<file path="src/rtl/calc_pkg.sv">
// Package for the calculator sequencer slice.
// Holds the keypad code map, the FSM state encoding, the default operand
// ceiling and the carry_in selection helper shared by the sequencer.
package calc_pkg;

  // Keypad codes: 0-9 are digits, A-E are operators, F is equals.
  localparam logic [3:0] KEY_ADD = 4'hA;
  localparam logic [3:0] KEY_SUB = 4'hB;
  localparam logic [3:0] KEY_AND = 4'hC;
  localparam logic [3:0] KEY_OR  = 4'hD;
  localparam logic [3:0] KEY_CMP = 4'hE;
  localparam logic [3:0] KEY_EQ  = 4'hF;
  localparam logic [3:0] KEY_DIGIT_MAX = 4'd9;

  // ALU op select value that leaves the ALU idle.
  localparam logic [3:0] ALU_IDLE = 4'h0;

  // Largest operand accepted by decimal entry.
  localparam int MAX_VAL_DEFAULT = 255;

  typedef enum logic [1:0] {
    ST_OPA    = 2'd0,  // entering operand A
    ST_OPB    = 2'd1,  // operator chosen, entering operand B
    ST_EXEC   = 2'd2,  // ALU inputs driven for exactly one cycle
    ST_RESULT = 2'd3   // result on display
  } state_t;

  // carry_in for the op about to be evaluated. Add/sub can chain the stored
  // carry/borrow from a previous evaluation of the same op; otherwise add
  // starts fresh with 0 and subtract with 1 (no borrow). Compare is a plain
  // subtract, so it always gets 1.
  function automatic logic calc_carry_in(input logic [3:0] op,
                                         input logic [3:0] prev_op,
                                         input logic       carry_reg,
                                         input logic       chain);
    logic cin;
    cin = 1'b0;
    case (op)
      KEY_ADD: cin = (chain && (prev_op == KEY_ADD)) ? carry_reg : 1'b0;
      KEY_SUB: cin = (chain && (prev_op == KEY_SUB)) ? carry_reg : 1'b1;
      KEY_CMP: cin = 1'b1;
      default: cin = 1'b0;
    endcase
    return cin;
  endfunction

endpackage

</file>
<file path="src/rtl/calc_ctrl_if.sv">
// ALU bus between the calculator sequencer and the ALU.
//   cs        op select (0 = idle)      a, b     8-bit operands
//   carry_in  ALU carry input           s        8-bit ALU result
//   zero      ALU zero flag             carry_out ALU carry (add: carry,
//                                        sub: 1 = no borrow, cmp: 1 = a<b)
// The sequencer is the master: it drives op/operands, the ALU answers
// combinationally in the same cycle.
interface calc_ctrl_if;
  logic [3:0] cs;
  logic [7:0] a;
  logic [7:0] b;
  logic       carry_in;
  logic [7:0] s;
  logic       zero;
  logic       carry_out;

  modport master (
    output cs, a, b, carry_in,
    input  s, zero, carry_out
  );

  modport slave (
    input  cs, a, b, carry_in,
    output s, zero, carry_out
  );
endinterface

</file>
<file path="src/rtl/calc_dec_entry.sv">
// Decimal digit entry: val_next = val*10 + digit, computed wide so that the
// overflow test against MAX_VAL is exact.
//   val       in  8  current operand value
//   digit     in  4  new digit 0-9
//   val_next  out 8  accumulated value (only meaningful when !overflow)
//   overflow  out 1  val*10+digit exceeds MAX_VAL
module calc_dec_entry #(
  parameter int MAX_VAL = 255
) (
  input  logic [7:0] val,
  input  logic [3:0] digit,
  output logic [7:0] val_next,
  output logic       overflow
);

  logic [11:0] wide;

  // 255*10+9 = 2559 fits in 12 bits.
  assign wide     = ({4'b0, val} * 12'd10) + {8'b0, digit};
  assign overflow = (wide > 12'(MAX_VAL));
  assign val_next = wide[7:0];

endmodule

</file>
<file path="src/rtl/calc_ctrl.sv">
// Calculator sequencer: turns keypad codes into two decimal operands and an
// operator, drives the ALU for exactly one cycle per evaluation, captures the
// ALU result/flags and presents them to the display path.
//   IN_clk, IN_rst_n        clock, synchronous active-low reset
//   IN_key_valid/code       one-cycle key strobe + code (0-9, A-E ops, F =)
//   alu                     ALU bus (master side)
//   OUT_disp_value          A in OPA, B in OPB, result in EXEC/RESULT
//   OUT_disp_op             pending operator while in OPB/EXEC, else 0
//   OUT_flag_carry/zero     flags of the last result
//   OUT_result_valid        one-cycle pulse when a new result is shown
//   OUT_busy                high in EXEC; keys are ignored then
//   OUT_err                 one-cycle pulse on a rejected key
//   OUT_dbg_state           current FSM state
// Handshake: a key is accepted whenever IN_key_valid is high on a rising
// edge and the sequencer is not busy; there is no back-pressure, so a key
// strobed while busy is silently lost.
// Key timing: keys are registered once before the FSM acts on them, so an F
// sampled at edge t drives the ALU during the cycle after edge t+1 and the
// result is captured at edge t+2.
module calc_ctrl
  import calc_pkg::*;
#(
  parameter bit CHAIN_CARRY = 1'b1,
  parameter int MAX_VAL     = MAX_VAL_DEFAULT
) (
  input  logic        IN_clk,
  input  logic        IN_rst_n,
  input  logic        IN_key_valid,
  input  logic [3:0]  IN_key_code,
  calc_ctrl_if.master alu,
  output logic [7:0]  OUT_disp_value,
  output logic [3:0]  OUT_disp_op,
  output logic        OUT_flag_carry,
  output logic        OUT_flag_zero,
  output logic        OUT_result_valid,
  output logic        OUT_busy,
  output logic        OUT_err,
  output logic [1:0]  OUT_dbg_state
);

  state_t     state_q, state_d;

  logic       key_valid_q;
  logic [3:0] key_code_q;

  logic [7:0] a_q, a_d;
  logic [7:0] b_q, b_d;
  logic [7:0] result_q;
  logic [3:0] op_q, op_d;
  logic [3:0] prev_op_q;
  logic       b_entered_q, b_entered_d;
  // Carry of the last result; doubles as the chained carry/borrow source.
  logic       flag_carry_q;
  logic       flag_zero_q;
  logic       result_valid_q;
  logic       err_q, err_d;
  logic       go_exec;
  logic       cin_d;

  logic [3:0] alu_cs_q;
  logic [7:0] alu_a_q;
  logic [7:0] alu_b_q;
  logic       alu_cin_q;

  logic       is_digit;
  logic       is_op;
  logic       is_eq;
  logic [7:0] entry_val;
  logic [7:0] entry_next;
  logic       entry_ovf;

  // Single entry datapath, fed from whichever operand is being typed.
  assign entry_val = (state_q == ST_OPB) ? b_q : a_q;

  calc_dec_entry #(
    .MAX_VAL (MAX_VAL)
  ) u_entry (
    .val      (entry_val),
    .digit    (key_code_q),
    .val_next (entry_next),
    .overflow (entry_ovf)
  );

  assign is_digit = (key_code_q <= KEY_DIGIT_MAX);
  assign is_op    = (key_code_q >= KEY_ADD) && (key_code_q <= KEY_CMP);
  assign is_eq    = (key_code_q == KEY_EQ);

  // Key capture; keys arriving while busy are dropped here.
  always_ff @(posedge IN_clk) begin
    if (!IN_rst_n) begin
      key_valid_q <= 1'b0;
      key_code_q  <= 4'h0;
    end else begin
      key_valid_q <= IN_key_valid && (state_q != ST_EXEC);
      key_code_q  <= IN_key_code;
    end
  end

  // Next-state and operand update logic.
  always_comb begin
    state_d     = state_q;
    a_d         = a_q;
    b_d         = b_q;
    op_d        = op_q;
    b_entered_d = b_entered_q;
    go_exec     = 1'b0;
    err_d       = 1'b0;

    case (state_q)
      ST_OPA: begin
        if (key_valid_q) begin
          if (is_digit) begin
            if (entry_ovf) err_d = 1'b1;
            else           a_d   = entry_next;
          end else if (is_op) begin
            op_d        = key_code_q;
            b_d         = 8'd0;
            b_entered_d = 1'b0;
            state_d     = ST_OPB;
          end
        end
      end
      ST_OPB: begin
        if (key_valid_q) begin
          if (is_digit) begin
            if (entry_ovf) begin
              err_d = 1'b1;
            end else begin
              b_d         = entry_next;
              b_entered_d = 1'b1;
            end
          end else if (is_op) begin
            // The operator may only be changed before B is typed.
            if (b_entered_q) err_d = 1'b1;
            else             op_d  = key_code_q;
          end else if (is_eq) begin
            go_exec = 1'b1;
          end
        end
      end
      ST_EXEC: begin
        state_d = ST_RESULT;
      end
      ST_RESULT: begin
        if (key_valid_q) begin
          if (is_digit) begin
            a_d     = {4'h0, key_code_q};
            state_d = ST_OPA;
          end else if (is_op) begin
            a_d         = result_q;
            op_d        = key_code_q;
            b_d         = 8'd0;
            b_entered_d = 1'b0;
            state_d     = ST_OPB;
          end else if (is_eq) begin
            // Repeat: the result becomes A, B and the operator are kept.
            a_d     = result_q;
            go_exec = 1'b1;
          end
        end
      end
    endcase

    if (go_exec) state_d = ST_EXEC;
  end

  assign cin_d = calc_carry_in(op_d, prev_op_q, flag_carry_q, CHAIN_CARRY);

  always_ff @(posedge IN_clk) begin
    if (!IN_rst_n) begin
      state_q        <= ST_OPA;
      a_q            <= 8'd0;
      b_q            <= 8'd0;
      result_q       <= 8'd0;
      op_q           <= 4'h0;
      prev_op_q      <= 4'h0;
      b_entered_q    <= 1'b0;
      flag_carry_q   <= 1'b0;
      flag_zero_q    <= 1'b0;
      result_valid_q <= 1'b0;
      err_q          <= 1'b0;
      alu_cs_q       <= ALU_IDLE;
      alu_a_q        <= 8'd0;
      alu_b_q        <= 8'd0;
      alu_cin_q      <= 1'b0;
    end else begin
      state_q        <= state_d;
      a_q            <= a_d;
      b_q            <= b_d;
      op_q           <= op_d;
      b_entered_q    <= b_entered_d;
      err_q          <= err_d;
      result_valid_q <= (state_q == ST_EXEC);

      // ALU drive registers hold values only for the EXEC cycle.
      if (go_exec) begin
        alu_cs_q  <= op_d;
        alu_a_q   <= a_d;
        alu_b_q   <= b_d;
        alu_cin_q <= cin_d;
      end else begin
        alu_cs_q  <= ALU_IDLE;
        alu_a_q   <= 8'd0;
        alu_b_q   <= 8'd0;
        alu_cin_q <= 1'b0;
      end

      if (state_q == ST_EXEC) begin
        result_q     <= alu.s;
        flag_zero_q  <= alu.zero;
        flag_carry_q <= alu.carry_out;
        prev_op_q    <= op_q;
      end
    end
  end

  assign alu.cs       = alu_cs_q;
  assign alu.a        = alu_a_q;
  assign alu.b        = alu_b_q;
  assign alu.carry_in = alu_cin_q;

  always_comb begin
    OUT_disp_value = 8'd0;
    OUT_disp_op    = 4'h0;
    case (state_q)
      ST_OPA:    OUT_disp_value = a_q;
      ST_OPB:    begin OUT_disp_value = b_q;      OUT_disp_op = op_q; end
      ST_EXEC:   begin OUT_disp_value = result_q; OUT_disp_op = op_q; end
      ST_RESULT: OUT_disp_value = result_q;
    endcase
  end

  assign OUT_flag_carry   = flag_carry_q;
  assign OUT_flag_zero    = flag_zero_q;
  assign OUT_result_valid = result_valid_q;
  assign OUT_busy         = (state_q == ST_EXEC);
  assign OUT_err          = err_q;
  assign OUT_dbg_state    = state_q;

endmodule

</file>
<file path="src/flat_wrapper.sv">
// flat-port wrapper written by rule: the top's interface ports become plain ports
module calc_ctrl_flat import calc_pkg::*;
#(
  parameter bit CHAIN_CARRY = 1'b1,
  parameter int MAX_VAL     = MAX_VAL_DEFAULT
)
  (IN_clk, IN_rst_n, IN_key_valid, IN_key_code, OUT_disp_value, OUT_disp_op, OUT_flag_carry, OUT_flag_zero, OUT_result_valid, OUT_busy, OUT_err, OUT_dbg_state, alu_cs, alu_a, alu_b, alu_carry_in, alu_s, alu_zero, alu_carry_out);
  calc_ctrl_if alu_i ();
  input  logic IN_clk;
  input  logic IN_rst_n;
  input  logic IN_key_valid;
  input  logic [3:0] IN_key_code;
  output logic [7:0] OUT_disp_value;
  output logic [3:0] OUT_disp_op;
  output logic OUT_flag_carry;
  output logic OUT_flag_zero;
  output logic OUT_result_valid;
  output logic OUT_busy;
  output logic OUT_err;
  output logic [1:0] OUT_dbg_state;
  output wire logic [$bits(alu_i.cs)-1:0] alu_cs;
  output wire logic [$bits(alu_i.a)-1:0] alu_a;
  output wire logic [$bits(alu_i.b)-1:0] alu_b;
  output wire logic [$bits(alu_i.carry_in)-1:0] alu_carry_in;
  input wire logic [$bits(alu_i.s)-1:0] alu_s;
  input wire logic [$bits(alu_i.zero)-1:0] alu_zero;
  input wire logic [$bits(alu_i.carry_out)-1:0] alu_carry_out;
  assign alu_cs = alu_i.cs;
  assign alu_a = alu_i.a;
  assign alu_b = alu_i.b;
  assign alu_carry_in = alu_i.carry_in;
  assign alu_i.s = alu_s;
  assign alu_i.zero = alu_zero;
  assign alu_i.carry_out = alu_carry_out;
  calc_ctrl #(.CHAIN_CARRY(CHAIN_CARRY), .MAX_VAL(MAX_VAL)) u_core (.IN_clk(IN_clk), .IN_rst_n(IN_rst_n), .IN_key_valid(IN_key_valid), .IN_key_code(IN_key_code), .alu(alu_i), .OUT_disp_value(OUT_disp_value), .OUT_disp_op(OUT_disp_op), .OUT_flag_carry(OUT_flag_carry), .OUT_flag_zero(OUT_flag_zero), .OUT_result_valid(OUT_result_valid), .OUT_busy(OUT_busy), .OUT_err(OUT_err), .OUT_dbg_state(OUT_dbg_state));
endmodule
</file>
<file path="config.mk">
export PLATFORM = sky130hd
export DESIGN_NAME = calc_ctrl_flat
export DESIGN_NICKNAME = d
export VERILOG_FILES = /design/src/rtl/calc_pkg.sv /design/src/rtl/calc_ctrl_if.sv /design/src/rtl/calc_dec_entry.sv /design/src/rtl/calc_ctrl.sv /design/src/flat_wrapper.sv
export SDC_FILE = /design/constraint.sdc
export NUM_CORES = 1
export LEC_CHECK = 0
export ABC_AREA = 1
export CAP_MARGIN = 20
export CORE_MARGIN = 4
export CORE_UTILIZATION = 30
export DETAILED_ROUTE_END_ITERATION = 16
export PLACE_DENSITY_LB_ADDON = 0.05
export SLEW_MARGIN = 20
export SYNTH_ARGS = -nofsm -noshare
export SYNTH_HDL_FRONTEND = slang
export SYNTH_HIERARCHICAL = 1
export SYNTH_SLANG_ARGS = --single-unit
</file>
<file path="constraint.sdc">
create_clock -name IN_clk -period 10.05 [get_ports IN_clk]
set_clock_uncertainty 0.15 [all_clocks]
set_input_delay 2.01 -clock IN_clk [delete_from_list [all_inputs] [get_ports IN_clk]]
set_output_delay 2.01 -clock IN_clk [all_outputs]
set_load 0.1 [all_outputs]
</file>
==> key figures, run 1 <==
Power
  – Pleak: 1.91 nW
  – Net Sw Frac: 0.281
  – Clock power frac: 0.470
  – P_sw: 197 uW
  – Part of the power in registers: 0.381
  – Comb pwr share: 0.149
  – Maximum vdd drop: 0.0791 mV
  – P_int: 506 uW
  – Pwr/cell area: 158 nW/um^2

Die
  – Height of the die: 116 um
  – Chip width: 116 um
  – Io pins: 57
  – Core Rows: 39
  – Die area: 13300 um^2
  – Starting Density: 0.305
  – Core Box Area: 11400 um^2

CTS
  – Root Buffer: clkbuf_16
  – Post-CTS Resized: 0
  – CTS H-tree depth: 3
  – Setup bufs post-CTS: 0
  – Clock transition at path regs: 0.05 ns
  – Clock sink count: 65
  – Hold-fix buffers at CTS: 0
  – CTS Buffer Depth: 2
  – CTS tree: done
  – TritonCTS buffer count: 9
  – Worst skew pair latency: 0.34 ns

Critical path
  – CP peak stage delay: 1.18 ns
  – Launch point of the worst reg-to-reg path: u_core/OUT_dbg_state[0]
  – CP required: 7.89 ns
  – CP arrival: 3.13 ns
  – CP startpoint kind: flip-flop
  – CP startpoint: u_core/OUT_dbg_state[0]
  – Critical path capture point type: output port
  – Worst path bufs/invs: 2
  – Crit path max-delay cell type: clkdlybuf4s50_1
  – Crit Path Max Fanout: 13
  – CP delay by family, top: buffers and inverters
  – WS Path Type: reg2out
  – Cell mode on critical path: o21ai_0
  – Critical path, cell by cell: inv_1, ha_1, nor2_1, o21ai_0, nand2_1, o21ai_0, clkdlybuf4s50_1

Cells and area
  – Nets: 574
  – Most frequent cells in the layout: 100 x nand2_1, 77 x inv_1, 65 x dfxtp_1
  – Fillcell total: 1238
  – Register Area: 1300 um^2
  – Ratio of cells with drive above 1 in the final layout: 0.0702
  – Layout area overhead: 27.9%
  – Area of the multi-input gates: 1780 um^2
  – Commonest non-fill, non-tap cell in the layout: nand2_1
  – # diodes: 0

Yosys
  – Sequential-to-total area share from yosys stat: 0.375
  – Synthesized instance count: 485
  – Mapped Area: 3470 um^2
  – YS warnings: 6
  – Mapped Nets: 523
  – Synth Area per Inst: 7.15 um^2
  – #FFs+latches synth: 65
  – Post-synth cell types: 38

Global routing
  – Global route overflow: 0
  – First-pass GRT wire length: 16.3 mm
  – Routing usage on met3: 0.0371
  – Total GRT Usage: 0.158
  – Largest net degree at the start of global routing: 24
  – Met2 Usage GRT: 0.225
  – GR peak layer: met1
  – Antenna violations before repair: 0
  – Met1 Use GR: 0.227
  – Vias in the first global route: 3143

Placed design
  – Port bufs: 56
  – Setup WS pre-CTS: 5.09 ns
  – GPL Wtd Cong: 0.858
  – Post-DP HPWL: 7.72 mm

Route
  – Initial DRC Count: 154
  – Final WL: 9.91 mm
  – Vias per cell: 4.69
  – Final ANT Viol Nets: 0
  – Number of remaining DRC errors: 0
  – DRT Pass-1 Iters: 5
  – Vias: 3205
  – Per-cell routed wire length: 14.5 um

Timing
  – # setup viols final: 0
  – Final Cycle Share: 0.526
  – RSZ-0062 raised after global routing: false
  – FMAX: 189 MHz
  – Max-slew violation count: 0
  – Total negative slack: 0 ns
  – Final Hold Fails: 0
  – Final worst slack: 4.76 ns
  – Worst hold slack: 0.322 ns
  – Minimum clock period: 5.29 ns
  – Slew headroom: 0.328
  – Worst Max-Slew Pin Slew: 1.00 ns

Min path
  – Hold Crit Class: reg2reg
  – HP Start: u_core/prev_op_q[2]

Flow run
  – Max Cap Viol: 0

Outcome
  – Outcome: completed
[logic make-up (layout without fill, tap and decap cells)]
family,Yosys count,count (layout),synth area share
DFF,65,65,0.375
buffers and inverters,97,153,0.112
xor gates and xnor gates,7,7,0.0177
AOI/OAI and AO/OA,98,98,0.171
and+or+nand+nor,197,197,0.245
adders and majority gates,21,21,0.0801
[path summary, 6_finish.rpt]
check                   endpoint  slack [ns]  cells after the start
max            OUT_disp_value[0]        4.76                      7
min          u_core/prev_op_q[2]        0.32                      2
max reg2reg        u_core/b_q[0]        5.43                     21
min reg2reg  u_core/prev_op_q[2]        0.32                      2
[power by group through the flow]
stage,Combinational (mW),Sequential [mW],Clock (mW)
floorplan,0.0709,0.277,0
global placement,0.104,0.273,0
detailed placement,0.104,0.273,0
CTS,0.105,0.268,0.338
global route,0.115,0.269,0.351
finish,0.105,0.268,0.331
[cell usage after synthesis, drive strengths merged]
library cell	n	area share
buf	4	0.011
a22oi	7	0.015
nand2	106	0.12
xor2	5	0.013
and2	3	0.0054
o2111a	1	0.0032
o22ai	4	0.0072
fa	2	0.012
a21boi	1	0.0022
o32ai	1	0.0025
nand4	3	0.0054
dfxtp	65	0.38
a32oi	4	0.010
nand3b	1	0.0022
nor2	59	0.072
nand3	22	0.032
o211ai	3	0.0065
xnor2	2	0.0050
ha	19	0.069
a41oi	1	0.0025
clkbuf	12	0.013
nor3	1	0.0047
a21oi	17	0.028
o21ai	56	0.083
o2111ai	1	0.0025
inv	81	0.088
o31ai	1	0.0022
a211oi	1	0.0058
or2	2	0.0036
[area by class of cell]
cell class / instances / area share
timing repair buffer: 56 / 0.126
multi-input combinational: 323 / 0.401
clock inverter: 6 / 0.0186
inverter: 81 / 0.0691
tap: 143 / 0.0403
clock buffer: 10 / 0.0516
sequential: 65 / 0.293
[metal layers]
metal | wire length, um | share of wire
met1 | 5090 | 0.51
met2 | 4090 | 0.41
met3 | 558 | 0.056
met4 | 179 | 0.018
met5 | 0 | 0
[through the flow]
stage	utilization	total power [mW]	instances	instance area (um^2)
after floorplan	-	0.348	485	3470
after global placement	0.363	0.377	668	4130
after detailed placement	0.363	0.377	668	4130
after CTS	0.390	0.711	684	4440
after global routing	0.390	0.735	684	4440
final	0.390	0.703	684	4440
[state kept, by name (all words and copies together) (netlist names), 2 cells and up]
| register | count |
|---|---|
| u_core/b_q | 8 |
| u_core/result_q | 8 |
| u_core/OUT_dbg_state | 2 |
| u_core/alu.a | 8 |
| u_core/alu.cs | 4 |
| u_core/op_q | 4 |
| u_core/alu.b | 8 |
| u_core/prev_op_q | 4 |
| u_core/key_code_q | 4 |
| u_core/a_q | 8 |
[worst register-to-register path, cell delays in order, from the launching register on]
cell,delay (ns)
dfxtp_1,0.42
ha_1,0.68
o21ai_0,0.45
ha_1,0.40
ha_1,0.24
inv_1,0.08
fa_1,0.46
nor2_1,0.16
nand3_1,0.08
nand2_1,0.09
nand2_1,0.07
nor2_1,0.08
a21oi_1,0.07
nand2_1,0.09
inv_1,0.08
nand2_2,0.09
inv_2,0.10
o21ai_2,0.41
nand2_1,0.09
o21ai_1,0.13
nand2_1,0.07
inv_1,0.07
(Power assumes the default switching activity.)
==> inputs of run 2 (changes only) <==
Clock period 10.05 ns to 4.39 ns, I/O delays scaled along.
==> run 2 against run 1 <==
Effect of this change:
- combinational power increased by 140%
- clock power increased by 130%
- utilization increased by 0.14 points
- routed wire length increased by 1.5%
- via count increased by 0.78%
- die area unchanged
- clock-buffer cell count unchanged
- global-route usage about the same
- setup slack got worse by 4.3 ns
- first-iteration DRC count increased by 17%
- power increased by 130%
- flip-flop and latch count unchanged
==> key figures, run 2 (synthesis results as in run 1) <==
Outcome
  – Outcome: completed

Min path
  – HP Start: u_core/prev_op_q[2]
  – Hold Crit Class: reg2reg

Critical path
  – Launch point of the worst reg-to-reg path: u_core/OUT_dbg_state[1]
  – CP peak stage delay: 0.49 ns
  – CP startpoint kind: flip-flop
  – Critical path capture point type: flip-flop
  – Crit path max-delay cell type: fa_1
  – CP arrival: 3.99 ns
  – WS Path Type: reg2reg
  – CP startpoint: u_core/OUT_dbg_state[1]
  – Critical path, cell by cell: inv_1, ha_2, buf_4, nand2_1, o21ai_0, ha_1, ha_1, inv_1, fa_1, nand3b_1, nor2_1, nand3_1, a21oi_1, nand2_1, inv_1, nand2_2, a21oi_1, nand2_1, a22oi_1, nor2_1
  – CP required: 4.43 ns
  – Crit Path Max Fanout: 11

Route
  – Final WL: 10.1 mm
  – Vias per cell: 4.69
  – Final ANT Viol Nets: 0
  – Vias: 3230
  – DRT Pass-1 Iters: 5
  – Per-cell routed wire length: 14.6 um
  – Initial DRC Count: 180
  – Number of remaining DRC errors: 0

Die
  – Core Rows: 39
  – Starting Density: 0.305
  – Io pins: 57
  – Chip width: 116 um
  – Height of the die: 116 um
  – Die area: 13300 um^2
  – Core Box Area: 11400 um^2

CTS
  – TritonCTS buffer count: 9
  – CTS tree: done
  – CTS Buffer Depth: 2
  – Clock sink count: 65
  – Hold-fix buffers at CTS: 0
  – CTS H-tree depth: 3
  – Setup bufs post-CTS: 0
  – Worst skew pair latency: 0.33 ns
  – Root Buffer: clkbuf_16
  – Clock transition at path regs: 0.06 ns

Timing
  – Final Hold Fails: 0
  – Slew headroom: 0.333
  – Final Cycle Share: 0.899
  – # setup viols final: 0
  – Total negative slack: 0 ns
  – Minimum clock period: 3.95 ns
  – FMAX: 253 MHz
  – Max-slew violation count: 0
  – RSZ-0062 raised after global routing: false
  – Worst Max-Slew Pin Slew: 0.998 ns

Placed design
  – DP Area: 4130 um^2
  – Post-DP HPWL: 7.82 mm
  – Port bufs: 56
  – GPL Wtd Cong: 0.866
  – Placed Cells: 672

Power
  – Pleak: 1.96 nW
  – Pwr/cell area: 369 nW/um^2
  – Total Power: 1.64 mW
  – Maximum vdd drop: 0.165 mV

Global routing
  – Global route overflow: 0
  – First-pass GRT wire length: 16.3 mm
  – Vias in the first global route: 3051
  – Largest net degree at the start of global routing: 21
  – Antenna violations before repair: 0
  – Total GRT Usage: 0.158

Cells and area
  – Post-route non-filler standard cell count: 688
  – Fillcell total: 1209
  – Area of the multi-input gates: 1780 um^2
  – Commonest non-fill, non-tap cell in the layout: nand2_1
  – Register Area: 1300 um^2
  – Ratio of cells with drive above 1 in the final layout: 0.106
  – Nets: 578
  – Layout area overhead: 28.4%
  – # diodes: 0
  – Post-route design area: 4450 um^2
  – Most frequent cells in the layout: 100 x nand2_1, 77 x inv_1, 63 x dfxtp_1
  – Post-Route Utilization: 0.392

Flow run
  – Max Cap Viol: 0
-- run 2: changes by cell type in the layout (fill, tap and decap cells not counted), moves of 10 or more --
cell,delta
o21ai_1,+10
clkdlybuf4s50_1,-12
o21ai_0,-10
buf_4,+16
-- run 2: timing repair --
item	CTS	global route
endpoints found under the hold margin	0	0
gates resized for setup	0	3
setup endpoints to repair	0	33
-- run 2: path summary, 6_finish.rpt --
check	endpoint	slack [ns]	depth (start not counted)
worst max register to register	u_core/a_q[5]	0.44	20
worst min-delay path	u_core/prev_op_q[2]	0.33	2
worst max-delay path	u_core/a_q[5]	0.44	20
worst min register to register	u_core/prev_op_q[2]	0.33	2
-- run 2: per-layer routing --
layer | routed length [um] | part of all wire | track usage | vias up
met5 | 0 | 0 | 0 | -
met4 | 107 | 0.011 | 0.0493 | 0
met3 | 474 | 0.047 | 0.0339 | 10
met2 | 4350 | 0.43 | 0.235 | 74
met1 | 5130 | 0.51 | 0.227 | 1485
li1 | - | - | - | 1661
-- run 2: stage by stage --
| step | hold slack, ns | setup WS, ns |
|---|---|---|
| after CTS | 0.325 | 0.281 |
| after global routing | 0.368 | 0.0942 |
| final | 0.327 | 0.443 |
| after detailed placement | 0.312 | 0.284 |
| after global placement | 0.307 | 0.419 |
| after floorplan | 0.291 | 0.298 |
-- run 2: layout make-up --
class	count	area share
Clock inverter	6	0.0205
Multi-Input combinational cell	323	0.401
Sequential cell	65	0.293
Timing Repair Buffer	60	0.126
Inverter	81	0.0688
Tap cell	143	0.0402
Clock buffer	10	0.0514
-- run 2: power by group --
group	internal, mW	switching, mW
Combinational	0.0716	0.180
Clock	0.500	0.277
Sequential	0.601	0.0132
Total	1.17	0.470
-- run 2: worst max-delay path: cells and delay by family (launching register included) --
| family | cells | cell delay (ns) |
|---|---|---|
| AOI/OAI and AO/OA | 4 | 0.81 |
| buffers and inverters | 4 | 0.42 |
| adders and majority gates | 4 | 1.20 |
| DFF | 1 | 0.34 |
| and+or+nand+nor | 8 | 0.88 |
